--- config.mk ---
export PLATFORM = sky130hd
export DESIGN_NAME = wb_reg_file_flat
export DESIGN_NICKNAME = d
export VERILOG_FILES = /design/src/rtl/mips_pkg.sv /design/src/rtl/wb_reg_file_if.sv /design/src/rtl/wb_reg_file_mux.sv /design/src/rtl/wb_reg_file.sv /design/src/flat_wrapper.sv
export SDC_FILE = /design/constraint.sdc
export NUM_CORES = 2
export LEC_CHECK = 0
export BUFFER_PORTS_ARGS = -buffer_cell sky130_fd_sc_hd__buf_2
export CORE_MARGIN = 3
export CORE_UTILIZATION = 26
export DETAILED_ROUTE_END_ITERATION = 16
export PLACE_DENSITY = 0.49
export SLEW_MARGIN = 20
export SYNTH_ARGS = -nofsm -noshare
export SYNTH_HDL_FRONTEND = slang
export SYNTH_SLANG_ARGS = --single-unit
export TNS_END_PERCENT = 1
--- constraint.sdc ---
create_clock -name clk -period 2.5 [get_ports clk]
set_input_delay 0.125 -clock clk [delete_from_list [all_inputs] [get_ports clk]]
set_output_delay 0.125 -clock clk [all_outputs]
set_load 0.03 [all_outputs]
--- src/rtl/mips_pkg.sv ---
// Shared MIPS datapath definitions: writeback source codes, special register
// numbers and default datapath geometry.
package mips_pkg;

    localparam int DEF_DATA_W = 32;
    localparam int DEF_ADDR_W = 5;

    localparam logic [1:0] WB_SRC_ALU = 2'b00;
    localparam logic [1:0] WB_SRC_MEM = 2'b01;
    localparam logic [1:0] WB_SRC_PC  = 2'b10;

    localparam logic [4:0] REG_ZERO = 5'd0;
    localparam logic [4:0] REG_RA   = 5'd31;

endpackage : mips_pkg

--- src/rtl/wb_reg_file_if.sv ---
// Bundle between mem_wb / ID stage and the writeback + register file block.
interface wb_reg_file_if #(
    parameter int DATA_W = 32,
    parameter int ADDR_W = 5
);
    logic              w_reg_ctl_in;
    logic [1:0]        mem_to_reg_in;
    logic [DATA_W-1:0] mem_data_in;
    logic [DATA_W-1:0] alu_result_in;
    logic [DATA_W-1:0] pc_value_in;
    logic [ADDR_W-1:0] w_reg_addr_in;
    logic [ADDR_W-1:0] r_addr_a;
    logic [ADDR_W-1:0] r_addr_b;
    logic [DATA_W-1:0] r_data_a;
    logic [DATA_W-1:0] r_data_b;
    logic [DATA_W-1:0] wb_data_out;
    logic              wb_en_out;

    modport master (
        output w_reg_ctl_in, mem_to_reg_in, mem_data_in, alu_result_in,
               pc_value_in, w_reg_addr_in, r_addr_a, r_addr_b,
        input  r_data_a, r_data_b, wb_data_out, wb_en_out
    );

    modport slave (
        input  w_reg_ctl_in, mem_to_reg_in, mem_data_in, alu_result_in,
               pc_value_in, w_reg_addr_in, r_addr_a, r_addr_b,
        output r_data_a, r_data_b, wb_data_out, wb_en_out
    );
endinterface : wb_reg_file_if

--- src/rtl/wb_reg_file_mux.sv ---
// Combinational writeback source selector; also reused by the forwarding unit.
module wb_mux
    import mips_pkg::*;
#(
    parameter int DATA_W = DEF_DATA_W
) (
    input  logic [1:0]        mem_to_reg,
    input  logic [DATA_W-1:0] alu_result,
    input  logic [DATA_W-1:0] mem_data,
    input  logic [DATA_W-1:0] pc_value,
    output logic [DATA_W-1:0] wb_data
);

    // Select writeback source; the reserved code falls back to the ALU result
    always_comb begin
        wb_data = alu_result;
        case (mem_to_reg)
            WB_SRC_ALU: wb_data = alu_result;
            WB_SRC_MEM: wb_data = mem_data;
            WB_SRC_PC:  wb_data = pc_value;
            default:    wb_data = alu_result;
        endcase
    end

endmodule : wb_mux

--- src/rtl/wb_reg_file.sv ---
// Writeback stage and 32-entry register file with two bypassed combinational
// read ports; register 0 is hardwired to zero.
module wb_reg_file
    import mips_pkg::*;
#(
    parameter int DATA_W = DEF_DATA_W,
    parameter int ADDR_W = DEF_ADDR_W
) (
    input  logic          clk,
    input  logic          rst_n,
    wb_reg_file_if.slave  bus
);

    localparam int NUM_REGS = 2 ** ADDR_W;

    logic [DATA_W-1:0] regs_r [NUM_REGS];
    logic [DATA_W-1:0] wb_data_s;
    logic              wb_en_s;
    logic [DATA_W-1:0] rd_a_s;
    logic [DATA_W-1:0] rd_b_s;

    wb_mux #(
        .DATA_W (DATA_W)
    ) u_wb_mux (
        .mem_to_reg (bus.mem_to_reg_in),
        .alu_result (bus.alu_result_in),
        .mem_data   (bus.mem_data_in),
        .pc_value   (bus.pc_value_in),
        .wb_data    (wb_data_s)
    );

    // Effective write enable; gated by reset so nothing writes or bypasses while held
    always_comb begin
        wb_en_s = 1'b0;
        if (rst_n && bus.w_reg_ctl_in && (bus.w_reg_addr_in != REG_ZERO)) begin
            wb_en_s = 1'b1;
        end else begin
            wb_en_s = 1'b0;
        end
    end

    // Register array: async clear, single write port
    always_ff @(posedge clk or negedge rst_n) begin
        if (!rst_n) begin
            for (int i = 0; i < NUM_REGS; i++) begin
                regs_r[i] <= '0;
            end
        end else if (wb_en_s) begin
            regs_r[bus.w_reg_addr_in] <= wb_data_s;
        end
    end

    // Read ports: zero register first, then same-cycle bypass, then array
    always_comb begin
        rd_a_s = '0;
        rd_b_s = '0;
        if (bus.r_addr_a == REG_ZERO) begin
            rd_a_s = '0;
        end else if (wb_en_s && (bus.w_reg_addr_in == bus.r_addr_a)) begin
            rd_a_s = wb_data_s;
        end else begin
            rd_a_s = regs_r[bus.r_addr_a];
        end
        if (bus.r_addr_b == REG_ZERO) begin
            rd_b_s = '0;
        end else if (wb_en_s && (bus.w_reg_addr_in == bus.r_addr_b)) begin
            rd_b_s = wb_data_s;
        end else begin
            rd_b_s = regs_r[bus.r_addr_b];
        end
    end

    assign bus.r_data_a    = rd_a_s;
    assign bus.r_data_b    = rd_b_s;
    assign bus.wb_data_out = wb_data_s;
    assign bus.wb_en_out   = wb_en_s;

endmodule : wb_reg_file

--- src/flat_wrapper.sv ---
// flat-port wrapper written by rule: the top's interface ports become plain ports
module wb_reg_file_flat import mips_pkg::*;
#(
    parameter int DATA_W = DEF_DATA_W,
    parameter int ADDR_W = DEF_ADDR_W
)
  (clk, rst_n, bus_w_reg_ctl_in, bus_mem_to_reg_in, bus_mem_data_in, bus_alu_result_in, bus_pc_value_in, bus_w_reg_addr_in, bus_r_addr_a, bus_r_addr_b, bus_r_data_a, bus_r_data_b, bus_wb_data_out, bus_wb_en_out);
  wb_reg_file_if #(.DATA_W(DATA_W), .ADDR_W(ADDR_W)) bus_i ();
  input  logic clk;
  input  logic rst_n;
  input wire logic [$bits(bus_i.w_reg_ctl_in)-1:0] bus_w_reg_ctl_in;
  input wire logic [$bits(bus_i.mem_to_reg_in)-1:0] bus_mem_to_reg_in;
  input wire logic [$bits(bus_i.mem_data_in)-1:0] bus_mem_data_in;
  input wire logic [$bits(bus_i.alu_result_in)-1:0] bus_alu_result_in;
  input wire logic [$bits(bus_i.pc_value_in)-1:0] bus_pc_value_in;
  input wire logic [$bits(bus_i.w_reg_addr_in)-1:0] bus_w_reg_addr_in;
  input wire logic [$bits(bus_i.r_addr_a)-1:0] bus_r_addr_a;
  input wire logic [$bits(bus_i.r_addr_b)-1:0] bus_r_addr_b;
  output wire logic [$bits(bus_i.r_data_a)-1:0] bus_r_data_a;
  output wire logic [$bits(bus_i.r_data_b)-1:0] bus_r_data_b;
  output wire logic [$bits(bus_i.wb_data_out)-1:0] bus_wb_data_out;
  output wire logic [$bits(bus_i.wb_en_out)-1:0] bus_wb_en_out;
  assign bus_i.w_reg_ctl_in = bus_w_reg_ctl_in;
  assign bus_i.mem_to_reg_in = bus_mem_to_reg_in;
  assign bus_i.mem_data_in = bus_mem_data_in;
  assign bus_i.alu_result_in = bus_alu_result_in;
  assign bus_i.pc_value_in = bus_pc_value_in;
  assign bus_i.w_reg_addr_in = bus_w_reg_addr_in;
  assign bus_i.r_addr_a = bus_r_addr_a;
  assign bus_i.r_addr_b = bus_r_addr_b;
  assign bus_r_data_a = bus_i.r_data_a;
  assign bus_r_data_b = bus_i.r_data_b;
  assign bus_wb_data_out = bus_i.wb_data_out;
  assign bus_wb_en_out = bus_i.wb_en_out;
  wb_reg_file #(.DATA_W(DATA_W), .ADDR_W(ADDR_W)) u_core (.clk(clk), .rst_n(rst_n), .bus(bus_i));
endmodule
Yosys cells after proc, flatten, opt, wreduce, memory -nomap -nowiden

Cells that the tools add are included.

Input port bits: 116
Output and inout port bits: 97
Bits in registers: 1024
Word-level logic and storage cells: 66

Eq/ne operators: 4
Magnitude comparators: 4
Reduce and logical (&&, ||, !) cells: 8
Bitwise logic cells: 3
Multiplexer cells: 15

Operator list:

| cell               | number |
|---|---|
| $bwmux 1024        | 1 |
| $bmux 32 s5        | 2 |
| $mux 32            | 9 |
| $demux 32 s5       | 1 |
| $pmux 32 s2        | 1 |
| $ge 6x6->1 const B | 3 |
| $not 5->6          | 3 |
| $eq 5x5->1         | 2 |
| $logic_not 5->1    | 2 |
| $lt 6x1->1 const B | 1 |
| $logic_and 1x1->1  | 5 |
| $reduce_bool 5->1  | 1 |
| $eq 2x1->1 const B | 1 |
| $eq 2x2->1 const B | 1 |
| $mux 1             | 1 |

Logic depth before layout (Yosys ltp)

Depth in word-level cells: 6
Mapped depth: 10

Cells and area by module

From an unflattened synthesis, not the netlist that was laid out.

Cells, all modules: 4052
Area total of the unflattened synthesis: 56051.3 µm²

By module, submodules not included:

| module      | area each (µm²) | times used | seq. area each (µm²) | cells each |
|---|---|---|---|---|
| wb_reg_file | 55414.4         | 1          | 25624.6              | 3939 |
| wb_mux      | 636.9           | 1          | 0.0                  | 113 |

Worst setup path before layout

OpenSTA, ideal clock, no wires.

Path type: in2out
Start: input bus_w_reg_addr_in[1]
End: output bus_r_data_b[20]
Path slack: -0.043 ns
Path buffers: 3
Data required time: 2.375 ns
Stages: 8
Arrival: 2.418 ns
Cell sequence: clkbuf_1 > nor2_1 > a21oi_2 > and4_1 > clkbuf_1 > clkbuf_1 > nor3_1 > a211oi_1

Word-level cells in the longest chain between the ends: 6

Ends and longest elaborated chain:

| element           | RTL line           | RTL |
|---|---|---|
| start, declared   | flat_wrapper.sv:16 | `input wire logic [$bits(bus_i.w_reg_addr_in)-1:0] bus_w_reg_addr_in;` |
| $reduce_bool 5->1 | wb_reg_file.sv:35  | `if (rst_n && bus.w_reg_ctl_in && (bus.w_reg_addr_in != REG_ZERO)) begin` |
| $logic_and 1x1->1 | wb_reg_file.sv:35  |  |
| $mux 1            | wb_reg_file.sv:35  |  |
| via bus_wb_en_out | flat_wrapper.sv:22 | `output wire logic [$bits(bus_i.wb_en_out)-1:0] bus_wb_en_out;` |
| $logic_and 1x1->1 | wb_reg_file.sv:66  | `end else if (wb_en_s && (bus.w_reg_addr_in == bus.r_addr_b)) begin` |
| $mux 32           | wb_reg_file.sv:66  |  |
| $mux 32           | wb_reg_file.sv:64  | `if (bus.r_addr_b == REG_ZERO) begin` |
| end, declared     | flat_wrapper.sv:20 | `output wire logic [$bits(bus_i.r_data_b)-1:0] bus_r_data_b;` |

The timed path passes the listed nets, and every way through them passes these cells.

Worst setup path after layout

Start: register u_core.regs_r[802] in the netlist's numbering
End: output bus_r_data_a[2]

Word-level cells in the longest chain between the ends: 5

Ends and longest elaborated chain:

| element                                    | RTL line           | RTL |
|---|---|---|
| start, declared                            | wb_reg_file.sv:16  | `logic [DATA_W-1:0] regs_r [NUM_REGS];` |
| start signal, assigned by index            | wb_reg_file.sv:49  | `regs_r[bus.w_reg_addr_in] <= wb_data_s;` |
| $bmux 32 s5                                | wb_reg_file.sv:62  | `rd_a_s = regs_r[bus.r_addr_a];` |
| $mux 32 (not written as such) (2 in a row) | wb_reg_file.sv:62  |  |
| $mux 32                                    | wb_reg_file.sv:59  | `end else if (wb_en_s && (bus.w_reg_addr_in == bus.r_addr_a)) begin` |
| $mux 32                                    | wb_reg_file.sv:57  | `if (bus.r_addr_a == REG_ZERO) begin` |
| end, declared                              | flat_wrapper.sv:19 | `output wire logic [$bits(bus_i.r_data_a)-1:0] bus_r_data_a;` |

No other way between the ends. The select of a mux whose other input is x is not followed.

==> summary.json <==
{
  "mappedNetlistNets": 5263,
  "maximum_number_of_pins_on_one_net_before_global_route_repair": 161,
  "timing.critical_path.to_type": "primary output",
  "rows": 166,
  "area_of_all_placed_cells_without_fillers_sq_um": 67290,
  "htreeDepth": 3,
  "grt_first_pass_wirelength_microns": 327500,
  "drv_cap": 0,
  "power_mw": 47.55,
  "synth.largest_area_cell": "dfrtp_1",
  "register_ranked_first_by_flip_flop_count": "u_core.regs_r",
  "number_of_global_route_vias_before_repair": 43908,
  "antenna_violation_net_count_after_detailed_routing": 0,
  "final.setup.worst_slack_ns": -0.2916,
  "violations": "setup timing",
  "share_of_the_cycle_needed_by_the_critical_path_after_routing": 1.117,
  "grt.overflow.total": 0,
  "gr-usage-all-layers": 0.2118,
  "dieWidth_microns": 461.6,
  "critical_path_fanout_max": 3,
  "synth_flop_cell": "dfrtp_1",
  "timing.critical_path.max_delay_family": "multiplexers",
  "clkSinkCount": 1024,
  "ctsRootBufferMaster": "clkbuf_16",
  "clk-insertion-delay-late_ns": 0.77,
  "ys_async_sr_fraction": 1.000,
  "hold_violations": 0,
  "synth_cell_type_count": 67,
  "synth_seq_area_share": 0.4749,
  "start_util": 0.2627,
  "fmaxAchievable_mhz": 358.2,
  "area_inside_the_core_boundary_sq_um": 205400,
  "post-route-min-period_ns": 2.792,
  "cpMaxStageDelayCell": "mux4_2",
  "timing.critical_path.mode_cell": "mux2i_4",
  "design.final.nets": 5551,
  "yosys_warnings": 0,
  "placer_congestion": 0.8610,
  "report.final.slew_viol_count": 0,
  "number_of_buffers_created_by_cts": 112,
  "grt_antenna_before_repair": 14,
  "port_buffers": 212,
  "final_setup_violation_count": 59,
  "clk_path_buf_depth": 3,
  "cp_num_buf_inv": 2,
  "largest_register_ff_count": 1024,
  "relative_max_transition_margin": 0.2446,
  "cp-start-kind": "flip-flop",
  "dpl_cell_area_sq_um": 61590,
  "worst_setup_timing_slack_at_the_placement_stage_ns": -0.4039,
  "synth_top_cells_by_count": "nand2_1 (1,092), dfrtp_1 (1,024), o21ai_0 (1,019), clkbuf_1 (407), mux4_2 (383)",
  "netlist.area_leader.share": 0.4749,
  "synthCells": 5145,
  "irDropWorstVdd_mv": 0.5195,
  "leakagePower_nw": 29.25,
  "outcome": "finished with violations",
  "detail_route.wl_per_cell_microns": 27.75,
  "drive_gt1_frac": 0.2892,
  "viasPerCell": 5.350,
  "fp.dieArea_sq_um": 213000,
  "crit_path_cell_trace": "mux4_2 > mux2i_4 > mux2i_4 > a221oi_2 > buf_4 > a21oi_2 > buf_6",
  "syn-cell-area_sq_um": 53960,
  "arrival_ns": 2.67,
  "synth_edf_count": 0,
  "chipHeight_microns": 461.6,
  "synth.area.top_cells": "dfrtp_1 (47%), mux4_2 (16%), o21ai_0 (9.5%), nand2_1 (7.6%), mux2i_1 (4.0%)",
  "wirelength_microns": 228300,
  "drc": 0,
  "fin_tns_setup_ns": -10.32,
  "via_count": 44013,
  "rsz0062_at_grt": "yes",
  "syn-mean-instance-area_sq_um": 10.49,
  "skew_ns": 0,
  "worst_hold_path_type": "in2async",
  "layout_top_registers": "u_core.regs_r (1024)",
  "max_stage_delay_ns": 0.51,
  "top_level_ports": 213,
  "timing_worst_slew_pin_value_ns": 1.131,
  "drt-initial-drc-count": 4439,
  "pwr_dens_nw_per_um2": 706.6,
  "yosysMostFrequentCell": "nand2_1",
  "crit_type": "reg2out",
  "cts_tree": "yes",
  "hold-worst-slack_ns": 0.03947,
  "detailedPlacementHpwl_microns": 149200,
  "area_delta_synth_final_pct": 24.70,
  "dr.pass1.iters": 7,
  "path_clk_slew_ns": 0.06,
  "required_ns": 2.38,
  "ys_seq_elements": 1024
}
## through the flow
step / utilization / instances
floorplan: - / 5145
global placement: 0.2998 / 7991
detailed placement: 0.2998 / 7991
CTS: 0.3252 / 8217
global route: 0.3276 / 8223
finish: 0.3276 / 8226
## path summary, 6_finish.rpt
| kind | from | endpoint | slack (ns) | cells past startpoint |
|---|---|---|---|---|
| min in group clk | bus_alu_result_in[29] | u_core.regs_r[253] | 0.04 | 5 |
| setup reg to reg | u_core.regs_r[781] | u_core.regs_r[781] | 1.60 | 4 |
| setup / recovery | u_core.regs_r[802] | bus_r_data_a[2] | -0.29 | 7 |
| hold / removal | rst_n | u_core.regs_r[980] | 0.04 | 3 |
| max in group asynchronous | rst_n | u_core.regs_r[536] | 0.78 | 5 |
| hold reg to reg | u_core.regs_r[1018] | u_core.regs_r[1018] | 0.39 | 0 |
## cell families after synthesis
| logic type | Yosys count | share of synthesized area |
|---|---|---|
| AO/OA/AOI/OAI | 1481 | 0.1573 |
| buffers and inverters | 587 | 0.04885 |
| multiplexers | 651 | 0.2107 |
| adder cells (fa/ha/maj) | 2 | 0.0004637 |
| AND/OR/NAND/NOR | 1390 | 0.1061 |
| flip-flops | 1024 | 0.4749 |
| XOR/XNOR | 10 | 0.001623 |
## metal layers
layer	vias up	part of all wire	track usage
met5	-	0.000057	0
met4	2	0.037	0.07132
met3	334	0.069	0.03330
met2	1777	0.48	0.3527
met1	22638	0.42	0.2805
li1	19262	-	-
## report_power, final
part | switching [mW] | internal, mW
clock | 7.67 | 11.0
sequential | 1.43 | 18.4
combinational | 5.11 | 3.99
## cell usage in the layout, fill, tap and decap left out, types with 33 or more instances in the layout
cell type,instances
buf_12,129
o22ai_2,46
buf_2,161
inv_1,38
clkbuf_16,113
dfrtp_1,1024
o21ai_0,1014
nand2_1,1067
a221o_1,51
a21oi_1,33
nor2_1,80
nor3_1,49
mux2i_1,202
mux4_2,383
mux2_2,50
a22oi_1,52
buf_4,389
o22ai_1,75
## area by class of cell
type / instances / area (sq um)
antenna: 6 / 15.01
clock buffer: 146 / 3172
clock inverter: 67 / 950.9
fill: 20540 / 138100
inverter: 38 / 142.6
multi-input combinational: 3534 / 27220
sequential: 1024 / 25620
tap: 2688 / 3363
timing repair buffer: 723 / 6805
## repair_timing
item | CTS | global route
pin swaps | 35 | 38
gates resized for setup | 201 | 96
hold buffers | 11 | 0
endpoints found under the hold margin | 275 | 0
setup endpoints to repair | 64 | 64
buffers inserted | 7 | 11
## worst min-delay path: stages
cell           delay [ns]
buf_8                0.12
dlygate4sd3_1        0.63
buf_12               0.31
No activity file was read; power rests on OpenSTA's default activity.
